===== config.mk =====
export PLATFORM = sky130hd
export DESIGN_NAME = nonce_reporter
export DESIGN_NICKNAME = d
export VERILOG_FILES = /design/src/rtl/nonce_report_pkg.sv /design/src/rtl/nonce_frame_serializer.sv /design/src/rtl/nonce_reporter.sv
export SDC_FILE = /design/constraint.sdc
export NUM_CORES = 1
export LEC_CHECK = 0
export ABC_AREA = 1
export CORE_MARGIN = 4
export CORE_UTILIZATION = 50
export CTS_CLUSTER_DIAMETER = 100
export DETAILED_ROUTE_END_ITERATION = 8
export GPL_TIMING_DRIVEN = 0
export PLACE_DENSITY = 0.8
export SLEW_MARGIN = 20
export SYNTH_ARGS = -nofsm -noshare
export SYNTH_HDL_FRONTEND = slang
export SYNTH_SLANG_ARGS = --single-unit

===== constraint.sdc =====
create_clock -name clk -period 2.9 [get_ports clk]
set_clock_uncertainty 0.1 [all_clocks]
set_input_delay 0.29 -clock clk [delete_from_list [all_inputs] [get_ports clk]]
set_output_delay 0.29 -clock clk [all_outputs]
set_load 0.05 [all_outputs]

===== src/rtl/nonce_report_pkg.sv =====
// Shared types and constants for the nonce report path: serializer FSM
// states, frame geometry, default header byte and a byte-select helper.
package nonce_report_pkg;

  // Serializer is either waiting for a nonce or walking through a frame.
  typedef enum logic {
    IDLE = 1'b0,
    SEND = 1'b1
  } serState_e;

  // One report frame is the header byte followed by the four nonce bytes.
  localparam int FRAME_LEN = 5;
  localparam int IDX_W     = 3;
  localparam logic [IDX_W-1:0] LAST_IDX = IDX_W'(FRAME_LEN - 1);

  // Default first byte of every frame; the host uses it to resynchronise.
  localparam logic [7:0] HEADER_DEFAULT = 8'hA5;

  // Byte presented at a given frame position, nonce sent most significant first.
  function automatic logic [7:0] frameByte(input logic [7:0]       hdr,
                                           input logic [31:0]      nonce,
                                           input logic [IDX_W-1:0] idx);
    logic [7:0] b;
    b = 8'h00;
    case (idx)
      3'd0:    b = hdr;
      3'd1:    b = nonce[31:24];
      3'd2:    b = nonce[23:16];
      3'd3:    b = nonce[15:8];
      3'd4:    b = nonce[7:0];
      default: b = 8'h00;
    endcase
    return b;
  endfunction

endpackage


===== src/rtl/nonce_frame_serializer.sv =====
// Turns a loaded 32-bit nonce into a five-byte valid/ready stream
// (header first). A load is only honoured while idle or on the edge of the
// final transfer, which lets frames run back to back without a gap. An abort
// request cancels a frame whose header has not yet been accepted.
module nonce_frame_serializer
  import nonce_report_pkg::*;
#(
  parameter logic [7:0] HEADER = HEADER_DEFAULT
) (
  input  logic        clk,
  input  logic        rst,
  input  logic        load_i,
  input  logic [31:0] nonce_i,
  input  logic        abort_i,
  input  logic        out_ready_i,
  output logic        out_valid_o,
  output logic [7:0]  out_data_o,
  output logic        sending_o,
  output logic        done_o
);

  serState_e        state_q;
  logic [IDX_W-1:0] idx_q;
  logic [31:0]      nonce_q;
  logic             outValid_q;
  logic [7:0]       outData_q;

  logic xfer;
  logic lastXfer;
  logic abortNow;

  // Handshake decode: a byte moves whenever we are sending and the host is ready.
  always_comb begin
    xfer     = (state_q == SEND) && out_ready_i;
    lastXfer = xfer && (idx_q == LAST_IDX);
    abortNow = abort_i && (state_q == SEND) && (idx_q == '0) && !out_ready_i;
  end

  // Frame FSM with registered stream outputs; data only changes after a transfer.
  always_ff @(posedge clk or posedge rst) begin
    if (rst) begin
      state_q    <= IDLE;
      idx_q      <= '0;
      nonce_q    <= '0;
      outValid_q <= 1'b0;
      outData_q  <= 8'h00;
    end else begin
      case (state_q)
        IDLE: begin
          if (load_i) begin
            state_q    <= SEND;
            idx_q      <= '0;
            nonce_q    <= nonce_i;
            outValid_q <= 1'b1;
            outData_q  <= HEADER;
          end
        end
        SEND: begin
          if (abortNow) begin
            state_q    <= IDLE;
            idx_q      <= '0;
            outValid_q <= 1'b0;
            outData_q  <= 8'h00;
          end else if (lastXfer) begin
            if (load_i) begin
              idx_q      <= '0;
              nonce_q    <= nonce_i;
              outValid_q <= 1'b1;
              outData_q  <= HEADER;
            end else begin
              state_q    <= IDLE;
              idx_q      <= '0;
              outValid_q <= 1'b0;
              outData_q  <= 8'h00;
            end
          end else if (xfer) begin
            idx_q     <= idx_q + IDX_W'(1);
            outData_q <= frameByte(HEADER, nonce_q, idx_q + IDX_W'(1));
          end
        end
        default: begin
          state_q    <= IDLE;
          idx_q      <= '0;
          outValid_q <= 1'b0;
          outData_q  <= 8'h00;
        end
      endcase
    end
  end

  assign out_valid_o = outValid_q;
  assign out_data_o  = outData_q;
  assign sending_o   = (state_q == SEND);
  assign done_o      = lastXfer;

endmodule


===== src/rtl/nonce_reporter.sv =====
// Reports the first winning nonce of each block search to the host as a
// five-byte frame. Later wins in the same block are only counted. A single
// pending slot holds a winner that arrives while an older frame is still
// going out, and a new block cancels anything not yet started.
module nonce_reporter
  import nonce_report_pkg::*;
#(
  parameter logic [7:0] HEADER    = HEADER_DEFAULT,
  parameter int         DUP_CNT_W = 8
) (
  input  logic                 clk,
  input  logic                 rst,
  input  logic                 newblock_i,
  input  logic                 valid_i,
  input  logic                 success_i,
  input  logic [31:0]          nonce_i,
  output logic                 out_valid_o,
  output logic [7:0]           out_data_o,
  input  logic                 out_ready_i,
  output logic                 busy_o,
  output logic [DUP_CNT_W-1:0] dup_cnt_o
);

  logic                 reported_q, reported_d;
  logic                 pendValid_q, pendValid_d;
  logic [31:0]          pendNonce_q, pendNonce_d;
  logic [DUP_CNT_W-1:0] dupCnt_q, dupCnt_d;

  logic        hit;
  logic        newReport;
  logic        serSending;
  logic        serDone;
  logic        serReady;
  logic        loadPend;
  logic        loadHit;
  logic        serLoad;
  logic [31:0] serNonce;

  // Decide whether this cycle produces a frame now, later, or not at all.
  always_comb begin
    hit       = valid_i && success_i && !newblock_i;
    newReport = hit && !reported_q;
    serReady  = !serSending || serDone;
    loadPend  = pendValid_q && serReady && !newblock_i;
    loadHit   = newReport && serReady && !pendValid_q;
    serLoad   = loadPend || loadHit;
    serNonce  = pendValid_q ? pendNonce_q : nonce_i;
  end

  // Per-block bookkeeping: reported flag, pending slot and duplicate counter.
  always_comb begin
    reported_d  = reported_q;
    pendValid_d = pendValid_q;
    pendNonce_d = pendNonce_q;
    dupCnt_d    = dupCnt_q;
    if (newblock_i) begin
      reported_d  = 1'b0;
      pendValid_d = 1'b0;
      dupCnt_d    = '0;
    end else begin
      if (hit) begin
        if (reported_q) begin
          if (dupCnt_q != '1) begin
            dupCnt_d = dupCnt_q + DUP_CNT_W'(1);
          end
        end else begin
          reported_d = 1'b1;
        end
      end
      if (loadPend) begin
        pendValid_d = 1'b0;
      end else if (newReport && !loadHit) begin
        pendValid_d = 1'b1;
        pendNonce_d = nonce_i;
      end
    end
  end

  // Bookkeeping registers; reset behaves like the start of an empty block.
  always_ff @(posedge clk or posedge rst) begin
    if (rst) begin
      reported_q  <= 1'b0;
      pendValid_q <= 1'b0;
      pendNonce_q <= '0;
      dupCnt_q    <= '0;
    end else begin
      reported_q  <= reported_d;
      pendValid_q <= pendValid_d;
      pendNonce_q <= pendNonce_d;
      dupCnt_q    <= dupCnt_d;
    end
  end

  nonce_frame_serializer #(
    .HEADER(HEADER)
  ) u_serializer (
    .clk        (clk),
    .rst        (rst),
    .load_i     (serLoad),
    .nonce_i    (serNonce),
    .abort_i    (newblock_i),
    .out_ready_i(out_ready_i),
    .out_valid_o(out_valid_o),
    .out_data_o (out_data_o),
    .sending_o  (serSending),
    .done_o     (serDone)
  );

  assign busy_o    = serSending || pendValid_q;
  assign dup_cnt_o = dupCnt_q;

endmodule


; ---- Word-level counts from Yosys, hierarchy flattened
; Index checks and enable logic that the tools add are counted.
; W data, S select, Z words.
[classes]
add_sub_neg = 2
n_eq_ne = 11
mux = 34
bitwise_logic = 3
reduce_logical = 33
[op_table]
columns = op, count
row1 = $mux W32, 4
row2 = $mux W8, 9
row3 = $pmux W32 S2, 1
row4 = $pmux W8 S5, 1
row5 = $pmux W8 S2, 1
row6 = $logic_and A1 B1 Y1, 13
row7 = $mux W3, 4
row8 = $mux W1, 11
row9 = $add A8 B1 Y8 const B, 1
row10 = $ne A8 B8 Y1 const B, 1
row11 = $eq A3 B2 Y1 const B, 2
row12 = $eq A3 B3 Y1 const B, 2
row13 = $logic_not A1 Y1, 6
row14 = $logic_not A3 Y1, 2
row15 = $ne A2 B2 Y1 const B, 3
row16 = $pmux W3 S2, 1
row17 = $reduce_and A2 Y1, 3
row18 = $reduce_and A3 Y1, 2
row19 = $reduce_bool A2 Y1, 3
row20 = $ne A4 B4 Y1 const B, 1
row21 = $pmux W1 S2, 2
row22 = $add A3 B1 Y3 const B, 1
row23 = $eq A3 B1 Y1 const B, 1
row24 = $logic_or A1 B1 Y1, 3
row25 = other kinds (3), 5
[word_totals]
ff_bits = 87
inputBits = 38
output_inout_bits = 18
wordCells = 92

; ---- Depth between registers and ports, before layout
; Gate-level depths: netlist (run 1).
[depth]
word_depth = 10
mapped_depth = 13
depth_no_buf = 13

; ---- By module
; Synthesis (run 1) repeated with hierarchy kept, for this count alone.
[unflattened]
cells_unflattened = 585
hier_area_um2 = 4619.4
[by_module_without_submodules]
columns = module, instances, cells_per_inst, area_each_um2, seq_area_each_um2
row1 = nonce_reporter, 1, 294, 2341.0, 1051.0
row2 = nonce_frame_serializer, 1, 291, 2278.4, 1126.1

; ---- Worst setup path after synthesis (run 1)
; No wires, ideal clock.
[synth_path]
path_type = reg-to-reg
from = register dupCnt_q[1], in the netlist dup_cnt_o[1]
to = register dupCnt_q[4], in the netlist dup_cnt_o[4]
setup_time_ns = 0.095
arrival_ns = 1.764
t_required_ns = 2.705
path_slack_ns = 0.940
path_stages_with_launch = 10
period_less_slack_ns = 1.960
path_cell_list = dfrtp_1 ha_1 nand2_1 nor3_1 nand3_1 nand2_1 nand2_1 inv_1 nand2_1 o31ai_1
[synth_between]
elab_chain_len = 5
elab_cells_between_ends = 8
classes_between = add/sub: 1 / eq/ne: 1 / mux: 4 / reduce/logical: 2
[synth_rtl]
columns = item, line
row1 = start: declaration, nonce_reporter.sv:27  ; logic [DUP_CNT_W-1:0] dupCnt_q, dupCnt_d;
row2 = start signal: assignment, nonce_reporter.sv:90  ; dupCnt_q <= dupCnt_d;
row3 = $add A8 B1 Y8, nonce_reporter.sv:64  ; dupCnt_d = dupCnt_q + DUP_CNT_W'(1);
row4 = $mux W8, nonce_reporter.sv:63  ; if (dupCnt_q != '1) begin
row5 = $mux W8, nonce_reporter.sv:62  ; if (reported_q) begin
row6 = $mux W8, nonce_reporter.sv:61  ; if (hit) begin
row7 = $mux W8, nonce_reporter.sv:56  ; if (newblock_i) begin
; Parallel ways exist; a longest one is shown, timed or not. The select of a mux whose other input is x is not followed.
; A chain may end at the register's enable or synchronous reset.

; ---- Worst setup path after layout (run 1)
[layout_path]
from = register pendValid_q
to = output port busy_o
[layout_between]
elab_chain_len = 1
[layout_rtl]
columns = item, line
row1 = start: declaration, nonce_reporter.sv:25  ; logic pendValid_q, pendValid_d;
row2 = start signal: assignment, nonce_reporter.sv:88  ; pendValid_q <= pendValid_d;
row3 = $logic_or A1 B1 Y1, nonce_reporter.sv:109  ; assign busy_o = serSending || pendValid_q;
row4 = end: declaration, nonce_reporter.sv:20  ; output logic busy_o,
; Every way passes these cells.

==> reports/results.tsv, run 1 <==
metric	value	unit
status	complete, no violations	
viasPerCell	5.21	
synthToLayoutAreaGrowth	20.6	%
crit_arrival	2.13	ns
seq_area_frac_synth	50.5	%
cap_violations	0	
start_util	51.9	%
ctsHoldBuffers	0	
hp-class	in -> async	
grt_pass1_vias	3648	
numCtsBuffers	9	
fin_nets	642	
netlist_area	0.00431	mm^2
num_vias	3692	
core	0.00830	mm^2
crit_family	buffers and inverters	
post-route-util	62.6	%
grt_pass1_wl	16500	um
leakage	2.63	nW
min_period_over_period	87.0	%
drt-wirelength-per-cell	13.5	um
clk_pin_slew	0.09	ns
crit_required	2.51	ns
postSynthAreaPerCell	8.12	um^2
drive_gt1_share	9.62	%
firstDrtPassIters	5	
cts-resized-gates	0	
die_y	101	um
antenna_cells	0	
postCtsSetupBuffers	0	
synth-xor-area-share	0.407	%
synth-simple-area-share	22.1	%
track_usage	20.3	%
path_cells	inv_1, clkbuf_1, nand2_1, clkdlybuf4s50_1	
synthCells	531	
criticalPathCategory	reg -> out	
synthDistinctLibCells	28	
cts.sinks	87	
ir_drop	389	uV
fmax	396	MHz
die_w	101	um
crit-reg2reg-launch	u_serializer.idx_q[1]	
seqCellArea	0.00218	mm^2
slowest_stage	clkdlybuf4s50_1	
cp-start-kind	flip-flop	
synth_nets	575	
fin_ws	0.378	ns
antenna_found_initial	0	
synth_fa_ha_area_share	1.74	%
hold_ws	0.188	ns
slew_violations	0	
synth_mux_area_share	0	%
rsz0062_at_grt	false	
grt-ovfl-total	0	
cts_tree	yes	
port_buffers	55	
finalSetupViolations	0	
dp_hpwl	7050	um
cts-root-buf	clkbuf_8	
num_io_pins	56	
endpoint_kind	output port	
worst_pin_slew	0.633	ns
post-place-ws	0.729	ns
gp_congestion	0.936	
slew_headroom	57.8	%
path_buf_inv	3	
multiInputGateArea	0.00174	mm^2
slowest_delay	0.73	ns
ys_warn_count	0	
power_density	872	mW/mm^2
fin_crit	2.52	ns
drtIter0Drc	180	
drc	0	
rows	33	
h-tree-depth	3	
grt_max_degree	53	
totalWireLength	9580	um
cp_max_fo	10	
hold_viol	0	
ys_ff_latch	87	
dieArea	0.0102	mm^2
clkLatencyLatePin	0.36	ns
synth-compound-area-share	16.1	%
fillers	709	
crit_path_start	pendValid_q	
synth_top_family_by_area	simple AND/OR/NAND/NOR gates	
antenna_left	0	
cts_max_path_buffers	2	
==> worst paths after layout <==
| check | endpoint | slack [ns] | depth (start not counted) |
|---|---|---|---|
| worst min register to register | pendNonce_q[31] | 0.38 | 2 |
| worst max register to register | pendNonce_q[11] | 0.72 | 8 |
| worst min-delay path | dup_cnt_o[1] | 0.19 | 2 |
| min in group clk | pendNonce_q[31] | 0.38 | 2 |
| worst max-delay path | busy_o | 0.38 | 4 |
| max in group asynchronous | pendNonce_q[3] | 1.89 | 3 |
==> cell type report <==
cell class | instances | area share, %
tap | 105 | 2.53
clock inverter | 2 | 0.289
multi-input combinational | 359 | 33.4
timing repair buffer | 56 | 11.1
sequential | 87 | 41.9
buffer | 22 | 3.06
clock buffer | 14 | 3.13
inverter | 63 | 4.60
==> where the power goes <==
group / leakage [nW] / total (mW) / switching [mW] / internal [mW]
combinational: 1.44 / 1.71 / 1.07 / 0.646
sequential: 1.10 / 2.04 / 0.311 / 1.73
clock: 0.0829 / 0.781 / 0.421 / 0.360
==> kinds of logic (layout without fill, tap and decap cells) <==
group,count (synthesis),in the layout
AOI/OAI and AO/OA,119,119
xor gates and xnor gates,2,2
adders and majority gates,6,6
buffers and inverters,85,157
DFF,87,87
and+or+nand+nor,232,232
==> layer usage <==
layer / share of wire [%] / track usage [%] / vias up
met1: 44 / 26.6 / 1741
met2: 48 / 32.9 / 105
met3: 6.3 / 4.22 / 17
li1: - / - / 1829
met5: 0 / 0 / -
met4: 1.7 / 7.98 / 0
==> metrics by stage <==
| stage | setup TNS [ns] | instance area [um^2] | instances | power, mW |
|---|---|---|---|---|
| finish | 0 | 5200 | 708 | 4.53 |
| floorplan | 0 | 4310 | 531 | 3.24 |
| global route | 0 | 5200 | 708 | 4.88 |
| global placement | -89.34 | 4990 | 691 | 3.67 |
| CTS | 0 | 5200 | 708 | 4.54 |
| detailed placement | 0 | 5020 | 692 | 3.76 |
==> worst reg2reg max path: cells and delay by family (launching register included) <==
family / cells / cell delay, ns
flops: 1 / 0.43
compound gates: 2 / 0.33
fa+ha+maj: 1 / 0.30
buf+inv: 3 / 0.53
simple gates: 2 / 0.36
==> state kept, by name (all words and copies together), names as in the netlist <==
register and count:
dup_cnt_o 8, pendNonce_q 32, pendValid_q 1, reported_q 1, u_serializer.idx_q 3, u_serializer.nonce_q 32, u_serializer.out_data_o 8, u_serializer.out_valid_o 1
u_serializer.sending_o 1
==> synthesized netlist by cell type <==
cell type	n	area, um^2
a21boi_1	1	7.51
a21oi_1	3	15.0
buf_2	4	20.0
buf_4	1	7.51
buf_6	9	101
clkbuf_1	8	30.0
dfrtp_1	87	2180
ha_1	6	75.1
inv_1	61	229
inv_2	2	7.51
nand2_1	178	668
nand2_2	3	18.8
nand3_1	24	120
nand3_2	1	10.0
nand3b_1	1	7.51
nand4_1	8	50.1
nor2_1	14	52.6
nor2_4	1	11.3
nor3_1	1	5.00
nor3b_1	1	7.51
o211ai_1	1	7.51
o21ai_0	83	415
o21ai_1	4	20.0
o21ai_2	22	193
o21bai_1	2	15.0
o22ai_1	2	12.5
o31ai_1	1	7.51
xor2_1	2	17.5
==> layout by cell type, fill, tap and decap left out <==
master,count
o211ai_1,1
clkbuf_1,11
ha_1,6
nand2_2,3
inv_4,1
a21boi_1,1
nand2_1,178
o21bai_1,2
nand3_2,1
buf_4,1
dfrtp_1,87
inv_2,2
buf_16,1
nor2_4,1
inv_1,60
o21ai_2,22
o31ai_1,1
clkdlybuf4s50_1,55
nand4_1,8
buf_2,4
nor3_1,1
o21ai_0,83
buf_6,9
nand3_1,24
xor2_1,2
o22ai_1,2
a21oi_1,3
o21ai_1,4
nand3b_1,1
clkinvlp_4,2
nor2_1,14
nor3b_1,1
clkbuf_8,11
(Power assumes the default switching activity.)
==> inputs of run 2 (changes only) <==
SETUP_SLACK_MARGIN = 0.05   (was unset)
==> results of run 2 <==
The final DEF is identical to that of run 1; final timing and power are the same.
